**config.mk**
```make
export PLATFORM = sky130hd
export DESIGN_NAME = uart_tx_sched_flat
export DESIGN_NICKNAME = d
export VERILOG_FILES = /design/src/rtl/uart_tx_sched_if.sv /design/src/rtl/uart_tx_sched.sv /design/src/flat_wrapper.sv
export SDC_FILE = /design/constraint.sdc
export NUM_CORES = 1
export LEC_CHECK = 0
export ABC_AREA = 1
export CAP_MARGIN = 15
export CELL_PAD_IN_SITES_DETAIL_PLACEMENT = 0
export CELL_PAD_IN_SITES_GLOBAL_PLACEMENT = 1
export CORE_MARGIN = 2
export CORE_UTILIZATION = 36
export CTS_CLUSTER_DIAMETER = 50
export DETAILED_ROUTE_END_ITERATION = 7
export PLACE_DENSITY = 0.89
export SLEW_MARGIN = 15
export SYNTH_ARGS = -nofsm -noshare
export SYNTH_HDL_FRONTEND = slang
export SYNTH_SLANG_ARGS = --single-unit
export TNS_END_PERCENT = 50
```
**constraint.sdc**
```tcl
create_clock -name pclk -period 3.15 [get_ports pclk]
set_input_delay 0.63 -clock pclk [delete_from_list [all_inputs] [get_ports pclk]]
set_output_delay 0.63 -clock pclk [all_outputs]
set_load 0.005 [all_outputs]
```
**src/rtl/uart_tx_sched_if.sv**
```systemverilog
// rtl/uart_tx_sched_if.sv - requester and TX FIFO handshake bundle for uart_tx_sched (DMA signals under UART_TX_DMA_EN)
interface uart_tx_sched_if;
    logic       cpu_req;
    logic [7:0] cpu_data;
    logic       cpu_ack;
`ifdef UART_TX_DMA_EN
    logic       dma_req;
    logic [7:0] dma_data;
    logic       dma_ack;
`endif
    logic       tx_nf;
    logic       tx_busy;
    logic       ctrl_en;
    logic       ctrl_tx_en;
    logic [7:0] ctrl_data;
    logic       ctrl_shift_tx;

    // Requesters and the transmitter model drive this side.
    modport master (
        output cpu_req, cpu_data,
        input  cpu_ack,
`ifdef UART_TX_DMA_EN
        output dma_req, dma_data,
        input  dma_ack,
`endif
        output tx_nf, tx_busy,
        input  ctrl_en, ctrl_tx_en, ctrl_data, ctrl_shift_tx
    );

    modport slave (
        input  cpu_req, cpu_data,
        output cpu_ack,
`ifdef UART_TX_DMA_EN
        input  dma_req, dma_data,
        output dma_ack,
`endif
        input  tx_nf, tx_busy,
        output ctrl_en, ctrl_tx_en, ctrl_data, ctrl_shift_tx
    );
endinterface

```
**src/rtl/uart_tx_sched.sv**
```systemverilog
// rtl/uart_tx_sched.sv - UART TX enable FSM, bit tick divider and FIFO write arbiter; UART_TX_DMA_EN adds the DMA requester
module uart_tx_sched #(
    parameter int DIV_W = 16
) (
    input  logic             pclk,
    input  logic             preset_n,
    input  logic             cfg_en,
    input  logic [DIV_W-1:0] cfg_div,
    output logic [1:0]       sts_state,
    uart_tx_sched_if.slave   bus
);

    typedef enum logic [1:0] {
        ST_OFF   = 2'b00,
        ST_RUN   = 2'b01,
        ST_DRAIN = 2'b10
    } state_t;

    state_t           state;
    logic             en_q;
    logic             shift_q;
    logic             idle_q;
    logic [DIV_W-1:0] cnt;

    logic             cnt_zero;
    logic [DIV_W-1:0] cnt_step;

    assign cnt_zero = (cnt == '0);
    assign cnt_step = cnt_zero ? cfg_div : cnt - DIV_W'(1);

    // idle_q remembers that tx_busy was already low on the previous DRAIN cycle.
    always_ff @(posedge pclk or negedge preset_n) begin
        if (!preset_n) begin
            state   <= ST_OFF;
            en_q    <= 1'b0;
            shift_q <= 1'b0;
            idle_q  <= 1'b0;
            cnt     <= '0;
        end else begin
            shift_q <= 1'b0;
            idle_q  <= 1'b0;
            case (state)
                ST_OFF: begin
                    if (cfg_en) begin
                        state <= ST_RUN;
                        en_q  <= 1'b1;
                        cnt   <= cfg_div;
                    end else begin
                        cnt <= '0;
                    end
                end
                ST_RUN: begin
                    shift_q <= cnt_zero;
                    cnt     <= cnt_step;
                    if (!cfg_en) begin
                        state <= ST_DRAIN;
                    end
                end
                ST_DRAIN: begin
                    if (cfg_en) begin
                        state   <= ST_RUN;
                        shift_q <= cnt_zero;
                        cnt     <= cnt_step;
                    end else if (!bus.tx_busy && idle_q) begin
                        state <= ST_OFF;
                        en_q  <= 1'b0;
                        cnt   <= '0;
                    end else begin
                        idle_q  <= !bus.tx_busy;
                        shift_q <= cnt_zero;
                        cnt     <= cnt_step;
                    end
                end
                default: begin
                    state <= ST_OFF;
                    en_q  <= 1'b0;
                    cnt   <= '0;
                end
            endcase
        end
    end

    // Grants use the registered state, so the cycle cfg_en falls can still grant.
    logic elig;
    logic cpu_gnt;

    assign elig = (state == ST_RUN) && bus.tx_nf;

`ifdef UART_TX_DMA_EN
    logic dma_gnt;
    logic ptr;

    assign cpu_gnt = elig && bus.cpu_req && (!bus.dma_req || !ptr);
    assign dma_gnt = elig && bus.dma_req && (!bus.cpu_req || ptr);

    always_ff @(posedge pclk or negedge preset_n) begin
        if (!preset_n) begin
            ptr <= 1'b0;
        end else if (cpu_gnt) begin
            ptr <= 1'b1;
        end else if (dma_gnt) begin
            ptr <= 1'b0;
        end
    end

    assign bus.dma_ack    = dma_gnt;
    assign bus.ctrl_tx_en = cpu_gnt || dma_gnt;
    assign bus.ctrl_data  = cpu_gnt ? bus.cpu_data :
                            dma_gnt ? bus.dma_data : 8'h00;
`else
    assign cpu_gnt        = elig && bus.cpu_req;
    assign bus.ctrl_tx_en = cpu_gnt;
    assign bus.ctrl_data  = cpu_gnt ? bus.cpu_data : 8'h00;
`endif

    assign bus.cpu_ack       = cpu_gnt;
    assign bus.ctrl_en       = en_q;
    assign bus.ctrl_shift_tx = shift_q;
    assign sts_state         = state;

endmodule

```
**src/flat_wrapper.sv**
```systemverilog
// flat-port wrapper written by rule: the top's interface ports become plain ports
module uart_tx_sched_flat 
#(
    parameter int DIV_W = 16
)
  (pclk, preset_n, cfg_en, cfg_div, sts_state, bus_cpu_req, bus_cpu_data, bus_cpu_ack, bus_tx_nf, bus_tx_busy, bus_ctrl_en, bus_ctrl_tx_en, bus_ctrl_data, bus_ctrl_shift_tx);
  uart_tx_sched_if bus_i ();
  input  logic pclk;
  input  logic preset_n;
  input  logic cfg_en;
  input  logic [DIV_W-1:0] cfg_div;
  output logic [1:0] sts_state;
  input wire logic [$bits(bus_i.cpu_req)-1:0] bus_cpu_req;
  input wire logic [$bits(bus_i.cpu_data)-1:0] bus_cpu_data;
  output wire logic [$bits(bus_i.cpu_ack)-1:0] bus_cpu_ack;
  input wire logic [$bits(bus_i.tx_nf)-1:0] bus_tx_nf;
  input wire logic [$bits(bus_i.tx_busy)-1:0] bus_tx_busy;
  output wire logic [$bits(bus_i.ctrl_en)-1:0] bus_ctrl_en;
  output wire logic [$bits(bus_i.ctrl_tx_en)-1:0] bus_ctrl_tx_en;
  output wire logic [$bits(bus_i.ctrl_data)-1:0] bus_ctrl_data;
  output wire logic [$bits(bus_i.ctrl_shift_tx)-1:0] bus_ctrl_shift_tx;
  assign bus_i.cpu_req = bus_cpu_req;
  assign bus_i.cpu_data = bus_cpu_data;
  assign bus_cpu_ack = bus_i.cpu_ack;
  assign bus_i.tx_nf = bus_tx_nf;
  assign bus_i.tx_busy = bus_tx_busy;
  assign bus_ctrl_en = bus_i.ctrl_en;
  assign bus_ctrl_tx_en = bus_i.ctrl_tx_en;
  assign bus_ctrl_data = bus_i.ctrl_data;
  assign bus_ctrl_shift_tx = bus_i.ctrl_shift_tx;
  uart_tx_sched #(.DIV_W(DIV_W)) u_core (.pclk(pclk), .preset_n(preset_n), .cfg_en(cfg_en), .cfg_div(cfg_div), .sts_state(sts_state), .bus(bus_i));
endmodule
```
# Word level (Yosys, flattened, before mapping)
# Index checks and enable logic that the tools add are counted.
# word_totals
ff_bits	21
in_bits	30
out_inout_bits	14
# op_classes
add_sub_neg	1
eq_ne	7
muxes	21
bitwise_logic	1
n_reduce_logical	8
# op_table
cell	count
16-bit 2-to-1 mux	4
16-bit one-hot mux with 3 select lines	1
16-bit logical NOT	1
16-bit by 1-bit subtractor with 16-bit output (second input constant)	1
1-bit 2-to-1 mux	8
2-bit 2-to-1 mux	4
8-bit 2-to-1 mux	1
2-bit != test (second input constant)	3
2-bit one-hot mux with 3 select lines	1
4-bit AND reduction	1
1-bit logical AND	3
3-bit by 2-bit != test with 1-bit output (second input constant)	1
1-bit one-hot mux with 3 select lines	1
3-bit AND reduction	1
2-bit by 1-bit == test with 1-bit output (second input constant)	1
2-bit == test (second input constant)	1
2-bit logical NOT	1
2-bit by 1-bit != test with 1-bit output (second input constant)	1
1-bit one-hot mux with 2 select lines	1
1-bit logical NOT	1
1-bit NOT	1

# Depth between registers and ports, before layout
# Gate-level depths: netlist of run 1.
# depth
ltp_word	5
depth_mapped	11

# Least setup slack after synthesis of run 1
# No wires, ideal clock.
# synth_timing
kind	reg2out
from	register u_core.state[1] (netlist: u_core.sts_state[1])
to	output bus_ctrl_tx_en
arrival_time_ns	1.081
t_required_ns	2.520
path_slack_ns	1.439
path_stages_with_launch	6
path_buffers	1
cell_sequence	dfrtp_1 -> inv_1 -> ha_1 -> nand3_1 -> inv_1 -> buf_4
# synth_via
elab_chain_cells	3
# synth_rtl
element	line_no	text
start: declaration	uart_tx_sched.sv:19	state_t state;
start signal: assignment	uart_tx_sched.sv:34	state <= ST_OFF;
start signal: assignment	uart_tx_sched.sv:45	state <= ST_RUN;
start signal: assignment	uart_tx_sched.sv:56	state <= ST_DRAIN;
2-bit by 1-bit == test with 1-bit output	uart_tx_sched.sv:87	assign elig = (state == ST_RUN) && bus.tx_nf;
1-bit logical AND	uart_tx_sched.sv:87	
1-bit logical AND	uart_tx_sched.sv:111	assign cpu_gnt = elig && bus.cpu_req;
end: declaration	flat_wrapper.sv:19	output wire logic [$bits(bus_i.ctrl_tx_en)-1:0] bus_ctrl_tx_en;
# Every way passes these cells.

# Worst setup path after layout of run 1
# layout_timing
from	input bus_tx_nf
to	output bus_ctrl_data[4]
# layout_via
elab_chain_cells	3
# layout_rtl
element	line_no	text
start: declaration	flat_wrapper.sv:16	input wire logic [$bits(bus_i.tx_nf)-1:0] bus_tx_nf;
1-bit logical AND	uart_tx_sched.sv:87	
1-bit logical AND	uart_tx_sched.sv:111	
8-bit 2-to-1 mux	uart_tx_sched.sv:113	assign bus.ctrl_data = cpu_gnt ? bus.cpu_data : 8'h00;
end: declaration	flat_wrapper.sv:20	output wire logic [$bits(bus_i.ctrl_data)-1:0] bus_ctrl_data;
# Every way passes these cells.

==> parameters.txt, run 1 <==
Parameter                              Value

Synth
  Nets in the synthesized netlist ... 253
  Post-synthesis mux area share ... 0
  #FFs+latches synth ... 21
  Synth cell types ... 29
  Register area share after synthesis ... 0.3368
  Total number of yosys warnings ... 0
  Cell area after synthesis ... 1560 um^2
  Share of synthesized cell area in full adder, half adder and majority cells ... 0.04812
  Synth Area in Simple Gates ... 0.3697
  Share of the synthesized area in the top cell type ... 0.3368
  Area leader, netlist ... sky130_fd_sc_hd__dfrtp_1
  Syn avg cell area ... 7.190 um^2
  Synthesized-area fraction occupied by xor and xnor cells ... 0.03929
  Largest family of logic cells by synthesized area ... simple AND/OR/NAND/NOR gates
  Post-Synthesis Cells ... 217
  Compound-gate portion of the synthesized area ... 0.1002
  Leading cell types by total area after synthesis ... sky130_fd_sc_hd__dfrtp_1 (34%), sky130_fd_sc_hd__nand2_1 (12%), sky130_fd_sc_hd__inv_1 (7.5%)

GRT
  Total Routing Usage GR ... 0.1477
  Via count of the first global-routing pass ... 1336
  Global-route wire length before repair ... 6.044 mm
  Antenna violations before repair ... 0
  Maximum number of pins on one net before global-route repair ... 22
  Total congestion overflow after global routing ... 0

Floorplanning
  Die outline area ... 4877 um^2
  Effective utilization at floorplan ... 0.3818
  Core Region ... 4086 um^2
  I/O pin cnt ... 44
  Die height ... 69.84 um
  Number of rows created at floorplan ... 23
  Die span in x ... 69.84 um

Timing
  Worst-case hold slack ... 428.5 ps
  Final period demand of the worst path ... 2631 ps
  Worst-case headroom to the max-slew limit ... 0.3627
  Unrepaired setup endpoints after global routing ... no
  Worst clock skew ... 2.732 ps
  Number of failing hold endpoints at the final stage ... 0
  Final setup TNS ... 0 ps
  Highest clock frequency the design can meet ... 380.1 MHz
  Final Worst Setup Slack ... 518.9 ps
  Transition time at the pin with the least slew margin ... 953.0 ps
  Period utilisation layout ... 0.8353
  Number of failing setup endpoints in the final timing report ... 0
  Count of pins over their slew limit ... 0

CTS
  Post-CTS setup buffers ... 0
  CTS-repair resized insts ... 0
  Clock Latency Late Sink ... 260 ps
  Clock tree buffer depth ... 2
  Clock sink total ... 21
  Clock edge transition at the registers on the reported setup and hold paths ... 80 ps
  Number of H-tree levels ... 1
  Clock tree from TritonCTS ... yes
  Number of buffers inserted for hold repair after clock tree synthesis ... 0
  Clock buffer count from CTS ... 3
  Root Buffer Master ... sky130_fd_sc_hd__clkbuf_8

Critical path
  Crit. End Element ... primary output
  Critical path launch point type ... input port
  Data arrival at the endpoint of the critical path ... 2000 ps
  Max stage delay cell, worst path ... sky130_fd_sc_hd__clkdlybuf4s50_1
  Required arrival time at the worst endpoint ... 2520 ps
  CP Cell Sequence ... clkdlybuf4s50_1, nand3_1, nor2_1, clkdlybuf4s50_1
  Cell type group with the largest total delay on the critical path ... buffers and inverters
  Category of the most critical setup path ... in -> out
  Maximum net fanout on the critical path ... 9
  Buffers and inverters on the worst path ... 2
  Slowest stage delay, CP ... 530 ps
  Cell seen most often among critical-path stages ... sky130_fd_sc_hd__clkdlybuf4s50_1

Layout
  Filler Cells Inserted ... 419
  Most common cell after layout, fill and taps aside ... sky130_fd_sc_hd__nand2_1
  Antenna cells ... 0
  FF/Latch Area ... 525.5 um^2
  Fraction of layout instances using a drive strength above 1 ... 0.1622
  Multi-input logic area ... 869.6 um^2
  Commonest cells after routing, fill and taps aside ... sky130_fd_sc_hd__nand2_1 (50), sky130_fd_sc_hd__clkdlybuf4s50_1 (43), sky130_fd_sc_hd__inv_1 (31)
  Final-stage net count ... 296
  Relative area change from synthesis to final layout ... 32.16%

Route
  Wirelength per Cell ... 10.83 um
  TritonRoute pass-1 iters ... 4
  Via count ... 1379
  Vias per std cell ... 4.463
  DRC errors left ... 0
  Post-route ant nets ... 0
  Sum of routed wire length over all layers ... 3.345 mm
  Detailed Route Iter0 Violations ... 37

Placed design
  Sum of net half-perimeters after detailed placement ... 2.571 mm
  Worst slack after detailed placement ... 498.5 ps
  Weighted congestion reported at the end of routability-driven placement ... 0.7901
  Count of buffers inserted at the top-level ports ... 43

Power and ir drop
  Maximum VDD drop ... 0.3982 mV
  Total power density per cell area ... 846.6 nW/um^2
  Leakage component of the power ... 0.9882 nW
  Total design power ... 0.001746 W

Run status
  Run status ... finished clean

Min path
  Worst min-delay path class ... reg -> reg

Flow run
  Max-Cap Viols ... 0
## Yosys cell counts
master / count
sky130_fd_sc_hd__nand4_1: 3
sky130_fd_sc_hd__nand3b_1: 1
sky130_fd_sc_hd__nand3_1: 14
sky130_fd_sc_hd__o31ai_1: 1
sky130_fd_sc_hd__nand2_2: 14
sky130_fd_sc_hd__buf_4: 1
sky130_fd_sc_hd__a22oi_1: 1
sky130_fd_sc_hd__a21oi_2: 10
sky130_fd_sc_hd__o22ai_1: 1
sky130_fd_sc_hd__clkbuf_1: 1
sky130_fd_sc_hd__inv_2: 3
sky130_fd_sc_hd__nand3_2: 2
sky130_fd_sc_hd__xor2_1: 6
sky130_fd_sc_hd__o21ai_0: 1
sky130_fd_sc_hd__buf_1: 1
sky130_fd_sc_hd__dfrtp_1: 21
sky130_fd_sc_hd__nor2_2: 6
sky130_fd_sc_hd__nand2_4: 1
sky130_fd_sc_hd__buf_6: 2
sky130_fd_sc_hd__a21oi_1: 7
sky130_fd_sc_hd__nor2_1: 27
sky130_fd_sc_hd__and3_1: 1
sky130_fd_sc_hd__ha_1: 6
sky130_fd_sc_hd__o21bai_1: 1
sky130_fd_sc_hd__nor4_1: 1
sky130_fd_sc_hd__nor2_4: 2
sky130_fd_sc_hd__xnor2_1: 1
sky130_fd_sc_hd__inv_1: 31
sky130_fd_sc_hd__nand2_1: 50
## per-stage QoR
step	instance area, um^2	std cells	utilization
2_1_floorplan	1560	217	-
3_3_place_gp	2016	305	0.4933
3_5_place_dp	2016	305	0.4933
4_1_cts	2062	309	0.5046
5_1_grt	2062	309	0.5046
6_report	2062	309	0.5046
## where the power goes
part	leakage (nW)	internal [W]	total (W)	switching, W
combinational	0.689	0.000438	0.00110	0.000659
sequential	0.274	0.000375	0.000467	0.0000917
clock	0.0255	0.0000882	0.000182	0.0000933
total	0.988	0.000902	0.00175	0.000844
## worst paths after layout
path	end	cells after the start	startpoint	slack (ps)
setup / recovery	bus_ctrl_data[4]	4	bus_tx_nf	520
hold / removal	u_core.idle_q	1	u_core.idle_q	430
setup reg to reg	u_core.cnt[9]	8	u_core.sts_state[0]	1330
hold reg to reg	u_core.idle_q	1	u_core.idle_q	430
max in group asynchronous	u_core.cnt[13]	1	preset_n	1680
min in group asynchronous	u_core.bus.ctrl_shift_tx	1	preset_n	890
## final cells by class
type,count,share of cell area
flip-flops and latches,21,0.2549
inverters,34,0.06189
clock inverters,1,0.002427
multi-input cells,157,0.4217
clock buffers,3,0.02002
well taps,50,0.03034
repair buffers,43,0.2087
## kinds of logic after synthesis
kind of cell,after synthesis
AOI/OAI and AO/OA,22
xor gates and xnor gates,7
adders and majority gates,6
and+or+nand+nor,122
DFF,21
buffers and inverters,39
## metal layers
metal / up-vias / track usage / share of wire
met2: 25 / 0.2561 / 0.47
li1: 751 / - / -
met5: - / 0 / 0
met3: 4 / 0.01890 / 0.030
met4: 0 / 0.02564 / 0.0078
met1: 599 / 0.1986 / 0.49
## registers in the layout, summed over array words and instances (netlist names)
register	flops
u_core.cnt	16
u_core.bus.ctrl_shift_tx	1
u_core.sts_state	2
u_core.bus.ctrl_en	1
u_core.idle_q	1
No activity file was read; power rests on OpenSTA's default activity.
==> inputs of run 2 (changes only) <==
- CORE_UTILIZATION: 36 -> 30
- PLACE_DENSITY: 0.89 -> 0.79
- clock period: 3.15 -> 2.2 ns (I/O delays scaled with it)
==> parameters.txt, run 2 (synthesis results as in run 1) <==
Parameter                              Value

Run status
  Run status ... finished clean

CTS
  Clock tree from TritonCTS ... yes
  Clock Latency Late Sink ... 270 ps
  Clock buffer count from CTS ... 3
  Number of buffers inserted for hold repair after clock tree synthesis ... 0
  Clock sink total ... 21
  Clock tree buffer depth ... 2
  Number of H-tree levels ... 1
  Clock edge transition at the registers on the reported setup and hold paths ... 70 ps
  Root Buffer Master ... sky130_fd_sc_hd__clkbuf_8

GRT
  Via count of the first global-routing pass ... 1455
  Total congestion overflow after global routing ... 0
  Maximum number of pins on one net before global-route repair ... 22
  Antenna violations before repair ... 0
  Total Routing Usage GR ... 0.1351
  Global-route wire length before repair ... 6.555 mm

Layout
  Final-stage net count ... 299
  Largest register by flop count ... u_core.cnt
  Antenna cells ... 0
  Relative area change from synthesis to final layout ... 37.69%
  Filler-free cell count of the finished design ... 332
  Most common cell after layout, fill and taps aside ... sky130_fd_sc_hd__nand2_1
  Commonest cells after routing, fill and taps aside ... sky130_fd_sc_hd__nand2_1 (50), sky130_fd_sc_hd__clkdlybuf4s50_1 (43), sky130_fd_sc_hd__inv_1 (30)
  Post-route standard cell area excluding fillers ... 2148 um^2
  Fraction of layout instances using a drive strength above 1 ... 0.1832
  Flip-flop count of the largest register, all copies and words added ... 16
  Filler Cells Inserted ... 545

Critical path
  Crit. End Element ... primary output
  Worst setup slack for register-to-register paths ... 560 ps
  Worst reg2reg startpoint ... u_core.cnt[0]
  Critical path launch point type ... input port
  Category of the most critical setup path ... in -> out
  Maximum net fanout on the critical path ... 9
  Slowest stage delay, CP ... 520 ps
  Cell seen most often among critical-path stages ... sky130_fd_sc_hd__clkdlybuf4s50_1
  Data arrival at the endpoint of the critical path ... 1710 ps
  CP Cell Sequence ... clkdlybuf4s50_1, nand3_4, nor2_1, clkdlybuf4s50_1
  Beginning of the critical path ... bus_cpu_req
  Max stage delay cell, worst path ... sky130_fd_sc_hd__clkdlybuf4s50_1
  Required arrival time at the worst endpoint ... 1760 ps

Timing
  Final setup TNS ... 0 ps
  Unrepaired setup endpoints after global routing ... yes
  Period utilisation layout ... 0.9756
  Transition time at the pin with the least slew margin ... 861.6 ps
  Final period demand of the worst path ... 2146 ps
  Highest clock frequency the design can meet ... 465.9 MHz
  Worst clock skew ... 10.71 ps
  Count of pins over their slew limit ... 0
  Worst-case headroom to the max-slew limit ... 0.4256
  Number of failing hold endpoints at the final stage ... 0
  Number of failing setup endpoints in the final timing report ... 0
  Worst-case hold slack ... 430.0 ps

Route
  Post-route ant nets ... 0
  Detailed Route Iter0 Violations ... 25
  Via count ... 1397
  DRC errors left ... 0
  Vias per std cell ... 4.208
  TritonRoute pass-1 iters ... 4
  Wirelength per Cell ... 10.94 um
  Sum of routed wire length over all layers ... 3.632 mm

Power and ir drop
  Portion of total power attributed to the clock network ... 0.099
  Maximum VDD drop ... 0.4311 mV
  Leakage component of the power ... 1.005 nW
  Total power density per cell area ... 1226 nW/um^2
  Total design power ... 0.002634 W
  Switch Pwr ... 0.001261 W
  Sw Ratio ... 0.4785
  Comb pwr share ... 0.643
  Portion of total power attributed to sequential cells ... 0.258
  Power Internal ... 0.001374 W

Placed design
  Count of buffers inserted at the top-level ports ... 43
  Area after DPL ... 2068 um^2
  Cell count after placement ... 327
  Sum of net half-perimeters after detailed placement ... 2.777 mm
  Weighted congestion reported at the end of routability-driven placement ... 0.8144

Min path
  Launch point of the worst hold path ... u_core.idle_q
  Worst min-delay path class ... reg -> reg

Floorplanning
  Number of rows created at floorplan ... 26
  Die height ... 76.12 um
  Effective utilization at floorplan ... 0.3074
  Die outline area ... 5793 um^2
  I/O pin cnt ... 44
  Die span in x ... 76.12 um
  Core Region ... 5075 um^2

Flow run
  Max-Cap Viols ... 0
-- run 2: routing by layer --
metal	GRT usage	vias up	wire length (um)
li1	-	761	-
met1	0.1783	609	1808
met2	0.2366	22	1689
met3	0.01540	5	94
met4	0.03273	0	40
met5	0	-	0
-- run 2: repair_timing --
item                                    4_1_cts  5_1_grt
resized for setup                             3        3
setup buffers                                 0        1
endpoints found under the setup margin       10       10
-- run 2: final timing paths --
path | endpoint | depth (start not counted)
hold / removal | u_core.idle_q | 1
setup reg to reg | u_core.cnt[8] | 10
hold reg to reg | u_core.idle_q | 1
min in group asynchronous | u_core.cnt[6] | 2
max in group asynchronous | u_core.sts_state[1] | 2
setup / recovery | bus_ctrl_data[3] | 4
-- run 2: layout make-up --
cell class,count,area [um^2],share of cell area
tap,70,87.58,0.04077
timing repair buffer,46,465.4,0.2167
sequential,21,525.5,0.2446
multi-input combinational,157,897.1,0.4176
inverter,34,127.6,0.05941
clock buffer,4,45.04,0.02097
-- run 2: per-stage QoR --
stage                     worst slack, ps    util
after floorplan                     678.5       -
after global placement             -21.91  0.4075
after detailed placement           -58.03  0.4075
after CTS                           1.990  0.4194
after global routing               -1.105  0.4233
final                               53.59  0.4233
-- run 2: power by group through the flow --
stage	clock [W]	combinational [W]	sequential (W)
after global placement	0	0.00165	0.000682
after global routing	0.000282	0.00193	0.000700
after CTS	0.000269	0.00170	0.000675
after floorplan	0	0.00127	0.000650
final	0.000261	0.00169	0.000679
after detailed placement	0	0.00167	0.000682
-- run 2: worst max-delay path, delay by kind of cell --
family	cells	cell delay, ps
buffers and inverters	2	1020
AND/OR/NAND/NOR	2	250
